## src/rtl/axi_pkg.sv

```systemverilog
// Shared definitions for the AXI4 SRAM slave: response codes, FSM state
// encoding and default widths.
package axi_pkg;

    localparam int ID_W_DEF    = 8;
    localparam int ADDR_W_DEF  = 32;
    localparam int DATA_W_DEF  = 32;
    localparam int LEN_W_DEF   = 4;
    localparam int SRAM_AW_DEF = 14;

    localparam logic [1:0] RESP_OKAY   = 2'b00;
    localparam logic [1:0] RESP_SLVERR = 2'b10;

    typedef enum logic [2:0] {
        S_IDLE,
        S_R_REQ,
        S_R_DATA,
        S_W_DATA,
        S_W_RESP
    } slave_state_e;

endpackage

```

## src/rtl/axi_sram_slave.sv

```systemverilog
// AXI4 slave terminating INCR bursts (up to 16 x 4-byte beats) onto a
// single-port word-wide SRAM macro. One transaction in flight at a time;
// a read wins a same-cycle tie with a write.
//
// state    | meaning
// ---------+--------------------------------------------------------------
// S_IDLE   | waiting for AR or AW; ARREADY=1, AWREADY=~ARVALID
// S_R_REQ  | SRAM read strobe for the current word
// S_R_DATA | RVALID with SRAM DO; strobe held so DO stays stable on stall
// S_W_DATA | accepting W beats, each beat is an SRAM write in the same cycle
// S_W_RESP | BVALID with OKAY/SLVERR until BREADY
module axi_sram_slave
    import axi_pkg::*;
#(
    parameter int ID_W    = ID_W_DEF,
    parameter int ADDR_W  = ADDR_W_DEF,
    parameter int DATA_W  = DATA_W_DEF,
    parameter int LEN_W   = LEN_W_DEF,
    parameter int SRAM_AW = SRAM_AW_DEF
) (
    input  logic                  clk,
    input  logic                  rst,
    input  logic [ID_W-1:0]       AWID,
    input  logic [ADDR_W-1:0]     AWADDR,
    input  logic [LEN_W-1:0]      AWLEN,
    input  logic                  AWVALID,
    output logic                  AWREADY,
    input  logic [DATA_W-1:0]     WDATA,
    input  logic [DATA_W/8-1:0]   WSTRB,
    input  logic                  WLAST,
    input  logic                  WVALID,
    output logic                  WREADY,
    output logic [ID_W-1:0]       BID,
    output logic [1:0]            BRESP,
    output logic                  BVALID,
    input  logic                  BREADY,
    input  logic [ID_W-1:0]       ARID,
    input  logic [ADDR_W-1:0]     ARADDR,
    input  logic [LEN_W-1:0]      ARLEN,
    input  logic                  ARVALID,
    output logic                  ARREADY,
    output logic [ID_W-1:0]       RID,
    output logic [DATA_W-1:0]     RDATA,
    output logic [1:0]            RRESP,
    output logic                  RLAST,
    output logic                  RVALID,
    input  logic                  RREADY,
    output logic                  CS,
    output logic                  OE,
    output logic [DATA_W/8-1:0]   WEB,
    output logic [SRAM_AW-1:0]    A,
    output logic [DATA_W-1:0]     DI,
    input  logic [DATA_W-1:0]     DO
);

    slave_state_e       state_q, state_d;
    logic [SRAM_AW-1:0] addr_q, addr_d;
    logic [LEN_W-1:0]   cnt_q, cnt_d;
    logic [ID_W-1:0]    id_q, id_d;
    logic               err_q, err_d;

    // Byte-lane bits and bits above the SRAM window carry no information here.
    logic unused_addr_bits;
    assign unused_addr_bits = ^{AWADDR[ADDR_W-1:SRAM_AW+2], AWADDR[1:0],
                                ARADDR[ADDR_W-1:SRAM_AW+2], ARADDR[1:0]};

    // ID is shared between R and B since reads and writes never overlap.
    assign BID   = id_q;
    assign RID   = id_q;
    assign RRESP = RESP_OKAY;

    // State and datapath registers with synchronous reset.
    always_ff @(posedge clk) begin
        if (rst) begin
            state_q <= S_IDLE;
            addr_q  <= '0;
            cnt_q   <= '0;
            id_q    <= '0;
            err_q   <= 1'b0;
        end else begin
            state_q <= state_d;
            addr_q  <= addr_d;
            cnt_q   <= cnt_d;
            id_q    <= id_d;
            err_q   <= err_d;
        end
    end

    // Next-state, handshake and SRAM strobe decode.
    always_comb begin
        state_d = state_q;
        addr_d  = addr_q;
        cnt_d   = cnt_q;
        id_d    = id_q;
        err_d   = err_q;
        AWREADY = 1'b0;
        ARREADY = 1'b0;
        WREADY  = 1'b0;
        BVALID  = 1'b0;
        BRESP   = RESP_OKAY;
        RVALID  = 1'b0;
        RLAST   = 1'b0;
        RDATA   = '0;
        CS      = 1'b0;
        OE      = 1'b0;
        WEB     = '1;
        A       = '0;
        DI      = '0;

        case (state_q)
            S_IDLE: begin
                // Readies held low while rst is asserted so no handshake is lost.
                ARREADY = !rst;
                AWREADY = !rst && !ARVALID;
                if (!rst && ARVALID) begin
                    id_d    = ARID;
                    addr_d  = ARADDR[SRAM_AW+1:2];
                    cnt_d   = ARLEN;
                    state_d = S_R_REQ;
                end else if (!rst && AWVALID) begin
                    id_d    = AWID;
                    addr_d  = AWADDR[SRAM_AW+1:2];
                    cnt_d   = AWLEN;
                    err_d   = 1'b0;
                    state_d = S_W_DATA;
                end
            end

            S_R_REQ: begin
                CS      = 1'b1;
                OE      = 1'b1;
                A       = addr_q;
                state_d = S_R_DATA;
            end

            S_R_DATA: begin
                CS     = 1'b1;
                OE     = 1'b1;
                A      = addr_q;
                RVALID = 1'b1;
                RDATA  = DO;
                RLAST  = (cnt_q == '0);
                if (RREADY) begin
                    if (cnt_q == '0) begin
                        state_d = S_IDLE;
                    end else begin
                        addr_d  = addr_q + 1'b1;
                        cnt_d   = cnt_q - 1'b1;
                        state_d = S_R_REQ;
                    end
                end
            end

            S_W_DATA: begin
                WREADY = 1'b1;
                if (WVALID) begin
                    CS  = 1'b1;
                    WEB = ~WSTRB;
                    A   = addr_q;
                    DI  = WDATA;
                    // Beat count is authoritative; a misplaced WLAST only flags the response.
                    if (WLAST != (cnt_q == '0)) begin
                        err_d = 1'b1;
                    end
                    if (cnt_q == '0) begin
                        state_d = S_W_RESP;
                    end else begin
                        addr_d = addr_q + 1'b1;
                        cnt_d  = cnt_q - 1'b1;
                    end
                end
            end

            S_W_RESP: begin
                BVALID = 1'b1;
                BRESP  = err_q ? RESP_SLVERR : RESP_OKAY;
                if (BREADY) begin
                    state_d = S_IDLE;
                end
            end

            default: begin
                state_d = S_IDLE;
            end
        endcase
    end

endmodule
```

## config.mk

```make
export PLATFORM = sky130hd
export DESIGN_NAME = axi_sram_slave
export DESIGN_NICKNAME = d
export VERILOG_FILES = /design/src/rtl/axi_pkg.sv /design/src/rtl/axi_sram_slave.sv
export SDC_FILE = /design/constraint.sdc
export NUM_CORES = 1
export LEC_CHECK = 0
export BUFFER_PORTS_ARGS = -buffer_cell sky130_fd_sc_hd__buf_2
export CELL_PAD_IN_SITES_DETAIL_PLACEMENT = 1
export CELL_PAD_IN_SITES_GLOBAL_PLACEMENT = 2
export CORE_MARGIN = 2
export CORE_UTILIZATION = 16
export DETAILED_ROUTE_END_ITERATION = 7
export PLACE_DENSITY_LB_ADDON = 0.1
export RECOVER_POWER = 25
export SYNTH_ARGS = -nofsm -noshare
export SYNTH_HDL_FRONTEND = slang
export SYNTH_SLANG_ARGS = --single-unit
```

## constraint.sdc

```tcl
create_clock -name clk -period 2.35 [get_ports clk]
set_clock_uncertainty 0.15 [all_clocks]
set_input_delay 0.5875 -clock clk [delete_from_list [all_inputs] [get_ports clk]]
set_output_delay 0.5875 -clock clk [all_outputs]
set_load 0.05 [all_outputs]
```

; After elaboration in Yosys (flattened, before gate mapping)
; Index checks and enable logic that the tools add are counted.
[classes]
add_sub_neg = 2
n_eq_ne = 13
n_mux = 45
bitwise = 1
reduce_logical = 15
[op_table]
columns = cell, n
row1 = $mux 32, 3
row2 = $mux 14, 6
row3 = $pmux 14 s3, 1
row4 = $mux 4, 7
row5 = $pmux 14 s2, 1
row6 = $mux 3, 6
row7 = $mux 8, 2
row8 = $pmux 3 s5, 1
row9 = $add 14x1->14 const B, 1
row10 = $ne 2x2->1 const B, 7
row11 = $mux 1, 13
row12 = $pmux 4 s3, 1
row13 = $reduce_and 5->1, 2
row14 = $eq 3x2->1 const B, 2
row15 = $logic_not 4->1, 1
row16 = $mux 2, 2
row17 = $not 4->4, 1
row18 = $pmux 1 s2, 2
row19 = $reduce_and 4->1, 1
row20 = $reduce_bool 2->1, 2
row21 = $sub 4x1->4 const B, 1
row22 = $eq 3x1->1 const B, 1
row23 = $eq 3x3->1 const B, 1
row24 = $logic_and 1x1->1, 3
row25 = 7 further kinds, 8
[totals]
register_bits = 30
out_inout_bits = 110
wordCells = 81

; Longest topological paths before layout
[logic_depth]
depth_word = 5
ltp_mapped = 9

; Worst setup path after synthesis
; Ideal clock, no wire load.
[synth_timing]
path_type = input to output
from = in WVALID
to = out A[11]
arrival_ps = 2143
required_ps = 1612
slack_ps = -531
stages = 2
path_buffers = 0
cell_sequence = nor2_1 > nor4_1
[synth_between]
elab_chain_cells = 2
[synth_rtl]
columns = item, line
row1 = "start, declared", axi_sram_slave.sv:31  ; input logic WVALID,
row2 = $mux 14, axi_sram_slave.sv:156  ; if (WVALID) begin
row3 = $pmux 14 s2, axi_sram_slave.sv:110  ; case (state_q)
row4 = "end, declared", axi_sram_slave.sv:51  ; output logic [SRAM_AW-1:0] A,
; No other way between the ends.

; Worst setup path after layout
[layout_timing]
from = reg state_q[1]
to = out DI[30]
[layout_between]
elab_chain_cells = 2
[layout_rtl]
columns = item, line
row1 = "start, declared", axi_sram_slave.sv:56  ; slave_state_e state_q, state_d;
row2 = "start signal, assigned", axi_sram_slave.sv:81  ; state_q <= state_d;
row3 = $eq 3x2->1, axi_sram_slave.sv:110
row4 = $mux 32, axi_sram_slave.sv:110
row5 = "end, declared", axi_sram_slave.sv:52  ; output logic [DATA_W-1:0] DI,
; No other way between the ends.

==> results.md <==
* Synthesized area at 2620 um2
* Mapped Cells at 383
* Crit path DAT at 1.55 ns
* Routed vias at 3,446
* CP required at 1.61 ns
* Initial antenna violation count at 0
* Full die area at around 17,000 um2
* Critical path's slowest cell: dfxtp_2
* Initial DRC Count at 98
* Setup WS pre-CTS at -0.00319 ns
* Die Width at 132 um
* Min Hold Slack at 0.325 ns
* Clk_lat worst skew at 0.28 ns
* Yosys reg bits at 30
* CTS max path bufs at 2
* Mapped Avg Cell Area at 6.83 um2
* Max IR drop VDD at approximately 230 uV
* Fin. Hold Viols at 0
* Diode count at 0
* Seq/Total Area, Yosys at 0.229
* RePlAce Congestion at 0.756
* Ports at 274
* Area grow syn2layout at 77.2%
* First-pass GRT wire length at 19,700 um
* Post-Route WL at around 13,000 um
* # rows at 46
* Core ar. at approximately 16,000 um2
* Post-Route Setup TNS at 0 ns
* # Max-Cap Violations at 0
* Vias per std cell at 4.14
* Outcome: completed
* Tmin final at 2.29 ns
* WP buf/inv at 2
* Post-CTS Setup Repair Bufs at 0
* DP Cell Count at 825
* # DRC at 0
* CP Capture Type: primary output
* Worst path max stage delay at roughly 0.36 ns
* Post-synthesis cell type count at 50
* Final number of max-transition violations at 0
* Worst-margin pin slew at roughly 0.63 ns
* Clock root cell: clkbuf_16
* Warnings, synthesis at 0
* DP Wirelength at 10,100 um
* Fillers at 2,003
* Initial DRT Pass Iterations at 4
* CP cell instances: nor2b_4 > and3_2 > buf_12 > and2_2 > buf_4
* Total track usage at 0.140
* Grt total ovfl at 0
* Die Y at 132 um
* CTS tree: built
* Period utilization at 0.973
* Htree depth at 2
* Clk sinks at 30
* RSZ-0062 raised after global routing: yes
* Share of cells above drive strength 1 at 0.482
* Pin count of the biggest net entering global routing at 37
* Vias in the first global route at 3,484
* Hold WC Path Type: register to register
* Setup crit start kind: register
* I/O Buffers at 234
* Max-slew headroom at 0.579
* Fin cells at 832
* Crit path max fanout at 36
* Post-route ant nets at 0
* Crit path kind: register to primary output
* Pwr/cell area at between 700 and 800 nW/um2
* P_leak at 2.22 nW
* Fin nets at 783
* Initial Util at 0.164
* CTS clock-pin slew for the worst setup and hold paths at about 0.05 ns
* # setup viols final at 0
* Largest delay contributor family on the critical path: simple AND/OR/NAND/NOR gates
* Num CTS Buffers at 5
* Slack of the critical path at between 0.06 and 0.07 ns
* WL per Instance at 15.4 um
* Achievable clock frequency at 0.438 GHz
==> final cells by class <==
| class | count | area, um2 | area share |
|---|---|---|---|
| Sequential cell | 30 | 603 | 0.130 |
| Timing Repair Buffer | 264 | 1770 | 0.381 |
| Inverter | 10 | 37.5 | 0.00809 |
| Tap cell | 216 | 270 | 0.0583 |
| Multi-Input combinational cell | 306 | 1820 | 0.392 |
| Clock buffer | 6 | 139 | 0.0300 |
==> path summary, 6_finish.rpt <==
| kind | startpoint | to | slack, ns | depth (start not counted) |
|---|---|---|---|---|
| setup / recovery | state_q[1]$_SDFFE_PP0P_ | DI[30] | 0.06 | 5 |
| hold / removal | cnt_q[1]$_SDFFE_PP0P_ | cnt_q[1]$_SDFFE_PP0P_ | 0.33 | 2 |
| setup reg to reg | cnt_q[0]$_SDFFE_PP0P_ | addr_q[0]$_SDFFE_PP0P_ | 0.34 | 7 |
| hold reg to reg | cnt_q[1]$_SDFFE_PP0P_ | cnt_q[1]$_SDFFE_PP0P_ | 0.33 | 2 |
==> worst min-delay path, cell delays in order (launching register included) <==
cell and delay [ns]:
dfxtp_1 0.32, nand2_1 0.05, a21oi_1 0.06
==> kinds of logic (layout without fill, tap and decap cells) <==
logic type	Yosys count	after routing	share of synthesized area
muxes	11	11	0.0421
and+or+nand+nor	212	212	0.432
buffers and inverters	49	280	0.0994
xor gates and xnor gates	2	2	0.00669
DFF	30	30	0.229
other	1	3	0.00143
AOI/OAI and AO/OA	76	76	0.179
adders and majority gates	2	2	0.00956
==> repair_timing <==
item | CTS | global route
endpoints found under the setup margin | 78 | 84
pin swaps | 0 | 0
cloned | 1 | 0
hold buffers | 0 | 0
gates resized for setup | 89 | 45
==> cell usage after synthesis, drive strengths merged <==
library cell  instances  area share
a2111oi               3       0.012
a211o                 1      0.0033
a211oi                8       0.023
a21boi                1      0.0029
a21o                  1      0.0029
a21oi                26       0.050
a22oi                 1      0.0029
a311oi                1      0.0033
a31oi                 6       0.014
a32oi                 1      0.0033
and2                 78        0.19
and3                  2      0.0048
and4b                 1      0.0038
buf                  26       0.066
clkbuf               13       0.019
conb                  1      0.0014
dfxtp                30        0.23
ha                    2      0.0096
inv                  10       0.014
mux2i                11       0.042
nand2                57       0.082
nand2b                3      0.0072
nand3                14       0.027
nand4                 3      0.0096
nand4b                1      0.0057
nor2                 32       0.053
nor2b                 3      0.0072
nor3                  6       0.011
nor3b                 2       0.010
nor4                  6       0.014
nor4b                 1      0.0033
o211ai                1      0.0029
o21ai                21       0.042
o221a                 1      0.0043
o22a                  1      0.0033
o22ai                 1      0.0024
o32ai                 2      0.0067
or3                   3      0.0072
xnor2                 1      0.0033
xor2                  1      0.0033
==> state kept, by name (all words and copies together), names as in the netlist <==
| register | cells |
|---|---|
| BID | 8 |
| addr_q | 14 |
| cnt_q | 4 |
| err_q | 1 |
| state_q | 3 |
==> power by group <==
| group | switching (W) | total [W] | internal, W | leakage [nW] |
|---|---|---|---|---|
| clock | 0.000239 | 0.000649 | 0.000409 | 0.0688 |
| combinational | 0.00134 | 0.00207 | 0.000729 | 1.90 |
| sequential | 0.000108 | 0.000717 | 0.000609 | 0.247 |
| total | 0.00168 | 0.00343 | 0.00175 | 2.22 |
==> cells in the final DEF, fill, tap and decap left out, types with 3 or more instances in the layout <==
master     instances
or3_1              3
o21ai_0           18
nand2_1           57
conb_1             3
a21oi_1           26
buf_6             39
clkbuf_16          5
and2_1            53
and2_2            23
nand3_1           14
clkbuf_1          16
nor2_4             3
nor2_1            27
buf_12             3
nor4_1             6
buf_4             61
nand2b_1           3
a211oi_1           8
buf_2            140
nor3_1             6
mux2i_1           11
dfxtp_1           28
a31oi_1            6
inv_1              8
==> per-layer routing <==
layer | wire (um) | up-vias | GRT usage | share of wire
met5 | 0 | - | 0 | 0
met2 | 6520 | 133 | 0.254 | 0.51
met4 | 169 | 0 | 0.0356 | 0.013
met3 | 691 | 10 | 0.0235 | 0.054
li1 | - | 1746 | - | -
met1 | 5470 | 1557 | 0.172 | 0.43
==> through the flow <==
stage | util | area (um2) | power (W)
2_1_floorplan | - | 2660 | 0.00207
3_3_place_gp | 0.259 | 4130 | 0.00265
3_5_place_dp | 0.259 | 4130 | 0.00267
4_1_cts | 0.283 | 4510 | 0.00344
5_1_grt | 0.291 | 4640 | 0.00365
6_report | 0.291 | 4640 | 0.00343
No activity file was read; power rests on OpenSTA's default activity.
